## src/rtl/fetch_pkg.sv

```systemverilog
`default_nettype none
// ---- fetch_pkg : shared types and constants for the instruction fetch stage ----
// ---- rev 1.0                                                                 ----
package fetch_pkg;

  localparam int INSTR_W = 16;
  localparam int PC_W    = 16;

  localparam logic [INSTR_W-1:0] NOP_INSTR = 16'h0800;

  typedef enum logic [1:0] {
    FETCH  = 2'd0,
    HOLD   = 2'd1,
    HALTED = 2'd2
  } state_t;

endpackage
`default_nettype wire

```

## src/rtl/fetch_pc_reg.sv

```systemverilog
`default_nettype none
// ---- fetch_pc_reg : program counter with reset, target load and +2 increment ----
// ---- rev 1.0                                                                 ----
module fetch_pc_reg
  import fetch_pkg::*;
#(
  parameter logic [PC_W-1:0] RESET_PC = '0
) (
  input  logic            clk,
  input  logic            rst,
  input  logic            load,
  input  logic            incr,
  input  logic [PC_W-1:0] load_pc,
  output logic [PC_W-1:0] pc
);

  logic [PC_W-1:0] pc_q;

  // Instructions are halfword aligned, so bit 0 is never allowed to be set.
  always_ff @(posedge clk) begin
    if (rst) begin
      pc_q <= {RESET_PC[PC_W-1:1], 1'b0};
    end else if (load) begin
      pc_q <= {load_pc[PC_W-1:1], 1'b0};
    end else if (incr) begin
      pc_q <= pc_q + 16'd2;
    end
  end

  assign pc = pc_q;

endmodule
`default_nettype wire

```

## src/rtl/fetch_unit.sv

```systemverilog
`default_nettype none
// ---- fetch_unit : PC, instruction memory handshake and single-entry decoder feed ----
// ---- rev 1.0                                                                     ----
module fetch_unit
  import fetch_pkg::*;
#(
  parameter logic [PC_W-1:0] RESET_PC = 16'h0000
) (
  input  logic               clk,
  input  logic               rst,
  output logic               imem_req,
  output logic [PC_W-1:0]    imem_addr,
  input  logic [INSTR_W-1:0] imem_rdata,
  input  logic               imem_ready,
  output logic [INSTR_W-1:0] instr,
  output logic               instr_valid,
  output logic [PC_W-1:0]    pc,
  output logic [PC_W-1:0]    pc_plus2,
  input  logic               stall,
  input  logic               halt,
  input  logic               redirect,
  input  logic [PC_W-1:0]    redirect_pc,
  output logic               halted,
  output logic [15:0]        retired
);

  state_t             state;
  logic [INSTR_W-1:0] instr_q;
  logic [15:0]        retired_q;
  logic [PC_W-1:0]    pc_w;
  logic               accept;
  logic               pc_load;
  logic               pc_incr;

  assign accept  = (state == HOLD) && !stall;
  assign pc_load = accept && !halt && redirect;
  assign pc_incr = accept && !halt && !redirect;

  fetch_pc_reg #(
    .RESET_PC (RESET_PC)
  ) u_pc_reg (
    .clk     (clk),
    .rst     (rst),
    .load    (pc_load),
    .incr    (pc_incr),
    .load_pc (redirect_pc),
    .pc      (pc_w)
  );

  // instr_q reverts to NOP whenever HOLD is left, so instr is a direct register.
  always_ff @(posedge clk) begin
    if (rst) begin
      state     <= FETCH;
      instr_q   <= NOP_INSTR;
      retired_q <= '0;
    end else begin
      case (state)
        FETCH: begin
          if (imem_ready) begin
            instr_q <= imem_rdata;
            state   <= HOLD;
          end
        end
        HOLD: begin
          if (!stall) begin
            retired_q <= retired_q + 16'd1;
            instr_q   <= NOP_INSTR;
            state     <= halt ? HALTED : FETCH;
          end
        end
        HALTED:  state <= HALTED;
        default: state <= FETCH;
      endcase
    end
  end

  // A late request must never be seen by memory while reset is held.
  assign imem_req    = (state == FETCH) && !rst;
  assign imem_addr   = pc_w;
  assign instr       = instr_q;
  assign instr_valid = (state == HOLD);
  assign halted      = (state == HALTED);
  assign pc          = pc_w;
  assign pc_plus2    = pc_w + 16'd2;
  assign retired     = retired_q;

endmodule
`default_nettype wire

```

## config.mk

```make
export PLATFORM = sky130hd
export DESIGN_NAME = fetch_unit
export DESIGN_NICKNAME = d
export VERILOG_FILES = /design/src/rtl/fetch_pkg.sv /design/src/rtl/fetch_pc_reg.sv /design/src/rtl/fetch_unit.sv
export SDC_FILE = /design/constraint.sdc
export NUM_CORES = 1
export LEC_CHECK = 0
export BUFFER_PORTS_ARGS = -buffer_cell sky130_fd_sc_hd__buf_4
export CORE_MARGIN = 2
export CORE_UTILIZATION = 43
export CTS_CLUSTER_SIZE = 30
export DETAILED_ROUTE_END_ITERATION = 7
export PLACE_DENSITY = 0.77
export SYNTH_ARGS = -nofsm -noshare
export SYNTH_HDL_FRONTEND = slang
export SYNTH_SLANG_ARGS = --single-unit
export TNS_END_PERCENT = 10
```

## constraint.sdc

```tcl
create_clock -name clk -period 5.8 [get_ports clk]
set_input_delay 0.29 -clock clk [delete_from_list [all_inputs] [get_ports clk]]
set_output_delay 0.29 -clock clk [all_outputs]
set_load 0.05 [all_outputs]
```

Word level (Yosys, flattened, before mapping)

Index checks and enable logic that the tools add are counted.

Output and inout bits: 83
Word-level logic and storage cells: 37
Register bits: 50

Muxes and demuxes: 9
$add $sub $neg: 2
Reductions and logical operators: 16
Bitwise gates (word level): 1
Equal/unequal tests: 4

Operator list:

| cell                                                | count |
|---|---|
| 2-to-1 mux 16 bit                                   | 4 |
| case mux 16 bit (2 select lines)                    | 1 |
| adder 16 x 1 -> 16 bit, second input constant       | 1 |
| adder 16 x 2 -> 16 bit, second input constant       | 1 |
| 2-to-1 mux 2 bit                                    | 3 |
| case mux 2 bit (3 select lines)                     | 1 |
| logical AND 1 bit                                   | 5 |
| logical NOT 1 bit                                   | 4 |
| inequality test 2 bit, second input constant        | 2 |
| AND reduction 2 bit                                 | 2 |
| nonzero test 2 bit                                  | 2 |
| AND reduction 3 bit                                 | 1 |
| equality test 2 x 1 -> 1 bit, second input constant | 1 |
| equality test 2 bit, second input constant          | 1 |
| logical NOT 2 bit                                   | 1 |
| OR reduction 2 bit                                  | 1 |
| inverter 1 bit                                      | 1 |

Longest topological paths before layout

Gate-level depths: netlist of the first run.

Depth after elaboration: 6
Gate-level depth with buffers: 7
Gate-level depth less buffers: 5

By module

From an unflattened synthesis of the first run, not the netlist that was laid out.

Cells, all modules: 315
Area, all modules: 2697.6 um^2

Modules (own cells, without submodules):

| module       | cells each | area each (um^2) | instances |
|---|---|---|---|
| fetch_unit   | 208        | 1789.2           | 1 |
| fetch_pc_reg | 107        | 908.4            | 1 |

Worst setup path after synthesis of the first run

No wires, ideal clock.

Path type: register to output
Start: register u_pc_reg.pc_q[1] (netlist: u_pc_reg.pc[1])
End: output pc_plus2[15]
Arrival time: 2.742 ns
Slack: 2.768 ns
Buffers on the path: 0
Stages on the path, launching flop included: 6
Cells stage by stage: dfxtp_1 ha_1 nand3_1 nor4_1 nand3_1 xnor2_1

Word-level cells in the longest chain between the ends: 1

RTL lines:

| item                   | line               | RTL |
|---|---|---|
| from (decl)            | fetch_pc_reg.sv:17 | `logic [PC_W-1:0] pc_q;` |
| from (signal assigned) | fetch_pc_reg.sv:22 | `pc_q <= {RESET_PC[PC_W-1:1], 1'b0};` |
| from (signal assigned) | fetch_pc_reg.sv:24 | `pc_q <= {load_pc[PC_W-1:1], 1'b0};` |
| from (signal assigned) | fetch_pc_reg.sv:26 | `pc_q <= pc_q + 16'd2;` |
| adder 16 x 2 -> 16 bit | fetch_unit.sv:84   | `assign pc_plus2 = pc_w + 16'd2;` |
| to (decl)              | fetch_unit.sv:18   | `output logic [PC_W-1:0] pc_plus2,` |

No other way between the ends.

Worst setup path after layout of the first run

Same ends and word-level chain as after synthesis.

==> results of run 1 <==
==> worst max-delay path, stage by stage, from the launching register on <==
cell     delay (ns)
dfxtp_1        0.47
ha_1           0.28
nand3_1        0.20
nor4_1         0.77
nand3_1        0.22
xnor2_1        0.20
buf_4          0.22
==> final cells by class <==
| cell class | count | area share, % |
|---|---|---|
| multi-input cells | 218 | 39.3 |
| clock buffers | 5 | 2.02 |
| inverters | 8 | 0.881 |
| well taps | 75 | 2.75 |
| repair buffers | 117 | 25.8 |
| flip-flops and latches | 49 | 28.8 |
| clock inverters | 3 | 0.514 |
==> cell families (layout without fill, tap and decap cells) <==
family                     count (synthesis)  count (layout)  synth area share (%)
AOI/OAI and AO/OA                         61              61                  15.9
buffers and inverters                     48             133                  10.1
muxes                                      5               5                  2.10
adders and majority gates                  2               2                 0.975
and+or+nand+nor                          126             126                  25.4
xor gates and xnor gates                  21              21                  7.17
other                                      1               3                 0.146
DFF                                       49              49                  38.2
==> flip-flops by register name (all words and copies together) (netlist names) <==
signal       cells
retired         16
state            2
instr           16
u_pc_reg.pc     15
==> routing by layer <==
metal	vias up	track usage, %	part of all wire (%)
li1	1253	-	-
met1	1156	25.1	44
met2	82	32.5	49
met3	2	4.78	6.9
met4	0	4.07	0.56
met5	-	0	0
==> cell usage after synthesis (all sizes together) (2+ instances only) <==
library cell,count,area (sq um)
xnor2,14,123
nand4,7,43.8
nor2b,5,31.3
and3,7,43.8
mux2,3,33.8
nand2,16,60.1
inv,8,30.0
or4,2,15.0
a31oi,5,31.3
a211o,2,17.5
nand2b,3,18.8
buf,25,173
a22oi,18,135
nor3,11,55.1
nor4,5,31.3
nor3b,5,37.5
o21a,4,30.0
or3,6,37.5
mux2i,2,20.0
clkbuf,15,56.3
a21oi,16,80.1
xor2,7,61.3
dfxtp,49,981
nand3,12,60.1
ha,2,25.0
o32ai,3,26.3
o21ai,6,30.0
nor2,39,146
or2,2,12.5
or3b,2,17.5
==> power by group through the flow <==
stage	Sequential [mW]	Clock, mW	Combinational (mW)
2_1_floorplan	0.397	0	0.0793
3_3_place_gp	0.365	0	0.157
3_5_place_dp	0.365	0	0.159
4_1_cts	0.358	0.207	0.160
5_1_grt	0.360	0.217	0.170
6_report	0.358	0.199	0.159
==> path summary, 6_finish.rpt <==
check                      start            to  slack [ns]
setup reg to reg        state[0]   retired[15]        3.41
hold / removal     imem_rdata[0]      instr[0]        0.24
setup / recovery  u_pc_reg.pc[1]  pc_plus2[15]        2.84
hold reg to reg       retired[1]    retired[1]        0.50
==> metrics by stage <==
step | hold slack (ns) | total power, mW
final | 0.241 | 0.716
after detailed placement | 0.483 | 0.525
after global routing | 0.238 | 0.747
after CTS | 0.229 | 0.725
after global placement | 0.480 | 0.523
after floorplan | 0.431 | 0.477
==> impl_metrics.csv, run 1 <==
group,metric,value,unit
finish,final_common_cell,"buf_4",
power_and_ir_drop,vdd_ir_drop_max,0.000126,V
global_route,grt_pass1_wl,10.2,mm
power_and_ir_drop,switching_share,32.2,%
timing,layout_setup_ws,2.84,ns
yosys,ys.flop_type,"dfxtp_1",
timing,drv_slew,0,
cts,cts_buffer_depth,2,
placed_design,post_dp_cell_area,0.00332,sq mm
floorplan,dieWidth,81.2,um
yosys,syn_area_per_cell,8.19,sq um
finish,fin_area,0.00341,sq mm
yosys,synth.distinct_cells,46,
yosys,synthCells,313,
timing,final_hold_viol_count,0,
cts,ctsHoldBuffers,0,
route,vias,2493,
cts,cts_num_sinks,49,
status,outcome,"finished clean",
critical_path,crit_type,"flip-flop to output port",
power_and_ir_drop,p_int,485,uW
finish,layout_common_cells,"buf_4, dfxtp_1, nor2_1",
timing,worst_slew_pin_slew,1.08,ns
finish,nFillCells,559,
critical_path,cp-start-kind,"flip-flop",
timing,setup-violations-final,0,
finish,diodes,0,
timing,period_share,51.0,%
yosys,synth_edf_count,0,
power_and_ir_drop,seqPwrFrac,50.1,%
route,drc,0,
yosys,ys_seq_area_share,38.2,%
finish,layoutNonFillerInstCount,475,
timing,skew,0.00557,ns
cts,post-cts-setup-buffers,0,
power_and_ir_drop,p_leak,1.47,nW
power_and_ir_drop,p_comb_share,22.2,%
yosys,synth.ff_latch_count,49,
critical_path,r2r_cells,4,
yosys,yosys_warnings,0,
cts,worstSkewPairLatency,0.30,ns
finish,seqCellArea,981,sq um
floorplan,ioPinCount,121,
timing,fin_crit,2.96,ns
yosys,synth_area,0.00256,sq mm
floorplan,core-area,0.00585,sq mm
critical_path,worst-path-max-fanout,8,
power_and_ir_drop,p_clk_share,27.8,%
floorplan,die_h,81.2,um
placed_design,pre_cts_ws,3.16,ns
hold_path,hold_class,"input port to flip-flop",
placed_design,gp_congestion,0.777,
global_route,grtUsageTotal,19.3,%
global_route,grt_max_degree,59,
cts,cts_tree,"built",
global_route,grt_pass1_vias,2275,
route,initialDrtViolationCount,123,
finish,nets,439,
placed_design,dp_hpwl,4.48,mm
global_route,antenna_found_initial,0,
yosys,async_reset_ff_share,0,%
global_route,grt_overflow,0,
placed_design,port_buffers,116,
finish,multiInputGateArea,0.00134,sq mm
route,routed_via_density,5.25,
hold_path,hold_depth,3,
cts,root_buffer,"clkbuf_8",
floorplan,die_area,0.00660,sq mm
placed_design,placed_cells,467,
critical_path,cp-end-kind,"output port",
finish,synthToLayoutAreaGrowth,32.8,%
route,wl_per_cell,13.5,um
power_and_ir_drop,power_density,210,mW/mm^2
timing,slew_headroom,27.7,%
critical_path,arrival,2.67,ns
finish,finalCoreUtilization,58.2,%
cts,cts_resized,0,
route,antenna_left,0,
timing,fin_tns_setup,0,ns
route,first_pass_iters,4,
floorplan,start_util,43.8,%
cts,cts_buffers,5,
timing,max_freq,338,MHz
finish,layout-drive-gt1-share,33.8,%
cts,path_clk_slew,0.09,ns
floorplan,num_rows,28,
cts,htree_levels,2,
power_and_ir_drop,power_switching,230,uW
timing,rsz0062_at_grt,"false",
route,drt_wl_total,6.39,mm
critical_path,critical_path_required,5.51,ns
flow_run,cap_viol_max_count,0,
(Power assumes the default switching activity.)
==> run 2: changes to the inputs <==
--- a/config.mk
+++ b/config.mk
@@ -7,10 +7,10 @@
 export LEC_CHECK = 0
 export BUFFER_PORTS_ARGS = -buffer_cell sky130_fd_sc_hd__buf_4
 export CORE_MARGIN = 2
-export CORE_UTILIZATION = 43
+export CORE_UTILIZATION = 42
 export CTS_CLUSTER_SIZE = 30
 export DETAILED_ROUTE_END_ITERATION = 7
-export PLACE_DENSITY = 0.77
+export PLACE_DENSITY = 0.78
 export SYNTH_ARGS = -nofsm -noshare
 export SYNTH_HDL_FRONTEND = slang
 export SYNTH_SLANG_ARGS = --single-unit
==> constraint.sdc (replaced) <==
create_clock -name clk -period 2.5 [get_ports clk]
set_input_delay 0.125 -clock clk [delete_from_list [all_inputs] [get_ports clk]]
set_output_delay 0.125 -clock clk [all_outputs]
set_load 0.05 [all_outputs]
==> run 2 against run 1 <==
Effect of this change: first-iteration DRC count is 15% lower; total power rose to 2.5 times the previous value; critical endpoint unchanged; largest cell class unchanged; worst setup slack worse by 2.6 ns; clock power grew to 3.0 times the previous value; non-clock buffer count grew 5; sequential power rose by 130%; clock skew grew 0.0076 ns.
==> impl_metrics.csv, run 2 (synthesis gave the netlist of run 1 again) <==
group,metric,value,unit
floorplan,die_h,82.1,um
critical_path,cp-end-kind,"output port",
timing,setup-violations-final,0,
global_route,antenna_found_initial,0,
global_route,grt_pass1_vias,2296,
power_and_ir_drop,p_clk_share,33.0,%
cts,htree_levels,2,
placed_design,dp_hpwl,4.62,mm
cts,root_buffer,"clkbuf_8",
finish,diodes,0,
critical_path,cp-start-kind,"flip-flop",
route,vias,2505,
power_and_ir_drop,p_leak,1.52,nW
cts,worstSkewPairLatency,0.31,ns
critical_path,arrival,2.17,ns
cts,cts_num_sinks,49,
cts,ctsHoldBuffers,0,
critical_path,critical_path_required,2.38,ns
placed_design,pre_cts_ws,0.349,ns
placed_design,port_buffers,116,
route,routed_via_density,5.22,
placed_design,gp_congestion,0.790,
cts,path_clk_slew,0.10,ns
floorplan,core-area,0.00592,sq mm
global_route,grtUsageTotal,19.2,%
finish,synthToLayoutAreaGrowth,35.8,%
timing,rsz0062_at_grt,"false",
route,wl_per_cell,13.4,um
hold_path,min_from,"imem_rdata[12]",
finish,layoutNonFillerInstCount,480,
timing,max_freq,437,MHz
floorplan,dieWidth,82.1,um
timing,worst_slew_pin_slew,0.958,ns
placed_design,post_dp_cell_area,0.00337,sq mm
power_and_ir_drop,switching_share,29.8,%
power_and_ir_drop,p_comb_share,20.8,%
finish,layout-drive-gt1-share,34.6,%
hold_path,min_to,"instr[12]",
finish,nets,444,
power_and_ir_drop,power_density,516,mW/mm^2
timing,final_hold_viol_count,0,
global_route,grt_overflow,0,
route,drc,0,
finish,fin_area,0.00348,sq mm
timing,fin_crit,2.29,ns
timing,skew,0.0131,ns
power_and_ir_drop,seqPwrFrac,46.3,%
critical_path,crit_type,"flip-flop to output port",
floorplan,die_area,0.00675,sq mm
route,first_pass_iters,4,
critical_path,r2r_setup_slack,0.34,ns
route,initialDrtViolationCount,104,
timing,drv_slew,0,
critical_path,worst-path-max-fanout,8,
hold_path,hold_depth,3,
route,antenna_left,0,
timing,slew_headroom,35.9,%
status,outcome,"finished clean",
cts,cts_resized,0,
route,drt_wl_total,6.41,mm
global_route,grt_max_degree,59,
critical_path,r2r_cells,4,
critical_path,r2r-start,"state[0]",
cts,post-cts-setup-buffers,0,
critical_path,r2r_end,"retired[12]",
global_route,grt_pass1_wl,10.1,mm
power_and_ir_drop,power_switching,534,uW
finish,layout_common_cells,"buf_4, dfxtp_1, nor2_1",
placed_design,placed_cells,472,
timing,layout_setup_ws,0.210,ns
power_and_ir_drop,vdd_ir_drop_max,0.000319,V
timing,holdWs,0.0694,ns
floorplan,start_util,43.3,%
power_and_ir_drop,p_int,1.26,mW
hold_path,hold_class,"input port to flip-flop",
cts,cts_tree,"built",
timing,period_share,91.6,%
floorplan,num_rows,28,
finish,finalCoreUtilization,58.8,%
floorplan,ioPinCount,121,
cts,cts_buffer_depth,2,
flow_run,cap_viol_max_count,0,
cts,cts_buffers,5,
finish,final_common_cell,"buf_4",
run 2: metrics by stage:
step	power (mW)	TNS (ns)
global placement	1.22	0
finish	1.80	0
CTS	1.81	0
floorplan	1.11	-0.330
global route	1.87	0
detailed placement	1.22	0
run 2: worst max-delay path, cell delays in order, from the launching register on:
cell and delay (ns):
dfxtp_1 0.48, ha_1 0.28, nand3_1 0.19, nor4_1 0.23, buf_4 0.19, nand3_1 0.12, xnor2_2 0.15, buf_4 0.21
run 2: routing by layer:
layer  GRT usage [%]  up-vias  routed length [um]  part of all wire (%)
li1                -     1257                   -                     -
met1            22.9     1153                2690                    42
met2            33.8       88                3160                    49
met3            4.02        7                 471                   7.3
met4            7.50        0                  97                   1.5
met5               0        -                   0                     0
run 2: worst max-delay path by stage:
stage / depth (start not counted) / startpoint / end / slack [ns]
after detailed placement: 4 / state[0] / retired[12] / 0.35
after global placement: 4 / state[0] / retired[12] / 0.38
final: 7 / u_pc_reg.pc[1] / pc_plus2[15] / 0.21
after floorplan: 4 / u_pc_reg.pc[1] / pc_plus2[13] / -0.16
after CTS: 7 / u_pc_reg.pc[1] / pc_plus2[15] / 0.20
after global routing: 4 / u_pc_reg.pc[3] / pc_plus2[14] / 0.02
run 2: area by class of cell:
| type | instances | area, sq um |
|---|---|---|
| Sequential cell | 49 | 981 |
| Timing Repair Buffer | 122 | 916 |
| Tap cell | 75 | 93.8 |
| Multi-Input combinational cell | 218 | 1350 |
| Inverter | 8 | 30.0 |
| Clock inverter | 1 | 30.0 |
| Clock buffer | 7 | 86.3 |
| Fill cell | 563 | 2440 |
run 2: power by group through the flow:
stage / Sequential (mW) / Combinational (mW) / Clock, mW
floorplan: 0.922 / 0.184 / 0
global placement: 0.847 / 0.368 / 0
detailed placement: 0.848 / 0.375 / 0
CTS: 0.830 / 0.375 / 0.609
global route: 0.835 / 0.397 / 0.633
finish: 0.831 / 0.373 / 0.592
==> run 3: changes to the inputs <==
--- a/config.mk
+++ b/config.mk
@@ -6,6 +6,7 @@
 export NUM_CORES = 1
 export LEC_CHECK = 0
 export BUFFER_PORTS_ARGS = -buffer_cell sky130_fd_sc_hd__buf_4
+export CORE_ASPECT_RATIO = 1.25
 export CORE_MARGIN = 2
 export CORE_UTILIZATION = 42
 export CTS_CLUSTER_SIZE = 30
==> run 3 against run 2 <==
Effect of this change: sequential cell count unchanged; largest power group unchanged; count of clock-buffer cells in the layout decreased by 1; global-route usage decreased by 0.25 points.
==> impl_metrics.csv, run 3 (synthesis gave the netlist of run 1 again) <==
group,metric,value,unit
power_and_ir_drop,p_int,1.16,mW
hold_path,min_from,"imem_rdata[14]",
timing,period_share,92.8,%
cts,path_clk_slew,0.09,ns
finish,synthToLayoutAreaGrowth,35.1,%
critical_path,arrival,2.20,ns
timing,skew,0.00930,ns
placed_design,placed_cells,478,
flow_run,cap_viol_max_count,0,
hold_path,hold_depth,3,
floorplan,num_rows,31,
power_and_ir_drop,switching_share,31.4,%
global_route,grtUsageTotal,19.0,%
floorplan,dieWidth,73.9,um
finish,layout_common_cells,"buf_4, dfxtp_1, nor2_1",
critical_path,crit_type,"flip-flop to output port",
global_route,grt_max_degree,59,
critical_path,cp-end-kind,"output port",
power_and_ir_drop,power_switching,531,uW
cts,worstSkewPairLatency,0.30,ns
critical_path,r2r_setup_slack,0.33,ns
placed_design,dp_hpwl,4.59,mm
cts,cts_num_sinks,49,
power_and_ir_drop,vdd_ir_drop_max,0.000325,V
critical_path,r2r-start,"state[0]",
timing,fin_crit,2.32,ns
floorplan,core-area,0.00586,sq mm
cts,cts_tree,"built",
critical_path,r2r_end,"retired[12]",
power_and_ir_drop,seqPwrFrac,49.1,%
finish,nFillCells,571,
cts,htree_levels,2,
critical_path,cp_cell_sequence,"nand4_1 > nor3_1 > and3_1 > xnor2_1 > buf_4",
critical_path,critical_path.top_delay_family,"simple AND/OR/NAND/NOR gates",
critical_path,r2r_cells,4,
finish,seqCellArea,982,sq um
timing,slew_headroom,34.8,%
route,initialDrtViolationCount,68,
route,wl_per_cell,13.2,um
power_and_ir_drop,p_leak,1.51,nW
critical_path,critical_path_required,2.38,ns
timing,fin_tns_setup,0,ns
hold_path,min_to,"instr[14]",
cts,root_buffer,"clkbuf_8",
floorplan,ioPinCount,121,
critical_path,cpPeakStageDelay,0.51,ns
power_and_ir_drop,p_comb_share,22.0,%
timing,max_freq,431,MHz
route,drt_wl_total,6.41,mm
floorplan,die_h,91.4,um
global_route,grt_pass1_wl,10.5,mm
timing,worst_slew_pin_slew,0.974,ns
timing,drv_slew,0,
power_and_ir_drop,power_density,488,mW/mm^2
timing,setup-violations-final,0,
cts,cts_buffer_depth,2,
finish,layout-drive-gt1-share,34.9,%
critical_path,worstPathBufferInverterCount,1,
route,vias,2532,
hold_path,hold_class,"input port to flip-flop",
finish,diodes,0,
finish,finalCoreUtilization,59.2,%
route,first_pass_iters,4,
global_route,grt_overflow,0,
floorplan,die_area,0.00675,sq mm
placed_design,gp_congestion,0.805,
status,outcome,"finished clean",
timing,rsz0062_at_grt,"false",
finish,layoutNonFillerInstCount,486,
route,drc,0,
critical_path,worst-path-max-fanout,9,
route,routed_via_density,5.21,
critical_path,cp-start-kind,"flip-flop",
critical_path,slowest_stage,"dfxtp_1",
finish,multiInputGateArea,0.00135,sq mm
cts,ctsHoldBuffers,0,
finish,nets,443,
global_route,grt_pass1_vias,2361,
cts,cts_buffers,5,
route,antenna_left,0,
timing,final_hold_viol_count,0,
power_and_ir_drop,p_clk_share,28.9,%
placed_design,port_buffers,116,
global_route,antenna_found_initial,0,
floorplan,start_util,43.8,%
cts,post-cts-setup-buffers,0,
finish,final_common_cell,"buf_4",
==> run 3: worst max path at each step <==
stage                    to  cells after the start           start
3_3_place_gp    retired[14]                      4        state[0]
6_report       pc_plus2[12]                      5  u_pc_reg.pc[3]
4_1_cts        pc_plus2[12]                      5  u_pc_reg.pc[3]
3_5_place_dp    retired[12]                      4        state[0]
2_1_floorplan  pc_plus2[13]                      4  u_pc_reg.pc[1]
5_1_grt        pc_plus2[12]                      5  u_pc_reg.pc[3]
==> run 3: area by class of cell <==
type	count	share of cell area, %
Tap cell	82	2.96
Clock buffer	6	2.38
Clock inverter	2	0.397
Timing Repair Buffer	121	26.2
Inverter	8	0.867
Multi-Input combinational cell	218	38.8
Sequential cell	49	28.3
==> run 3: routing by layer <==
layer | GRT usage, % | up-vias | wire length, um | share of wire [%]
met5 | 0 | - | 0 | 0
met4 | 5.15 | 0 | 34 | 0.53
met3 | 5.11 | 2 | 421 | 6.6
met2 | 32.4 | 77 | 3220 | 50
met1 | 22.9 | 1191 | 2730 | 43
li1 | - | 1262 | - | -
==> run 3: what timing repair did <==
item                                    4_1_cts  5_1_grt
endpoints found under the setup margin        0        1
resized for setup                             0        1
hold endpoints to repair                      0        0
==> run 3: per-stage QoR <==
step | setup WS [ns] | hold slack (ns) | total power [mW] | instance area, sq um
after CTS | 0.172 | 0.0624 | 1.72 | 3460
after floorplan | -0.156 | 0.266 | 1.11 | 2580
final | 0.180 | 0.0707 | 1.69 | 3460
after detailed placement | 0.334 | 0.381 | 1.22 | 3370
after global routing | 0.0126 | 0.0692 | 1.77 | 3460
after global placement | 0.409 | 0.370 | 1.22 | 3370
==> run 3: worst min-delay path: cells and delay by family <==
family                 cells  cell delay, ns
buffers and inverters      1            0.08
and+or+nand+nor            1            0.07
AOI/OAI and AO/OA          1            0.06
==> run 3: power by group through the flow <==
stage / sequential (mW) / combinational (mW) / clock, mW
after global routing: 0.835 / 0.397 / 0.540
final: 0.831 / 0.371 / 0.489
after detailed placement: 0.848 / 0.373 / 0
after floorplan: 0.922 / 0.184 / 0
after CTS: 0.830 / 0.374 / 0.514
after global placement: 0.847 / 0.369 / 0
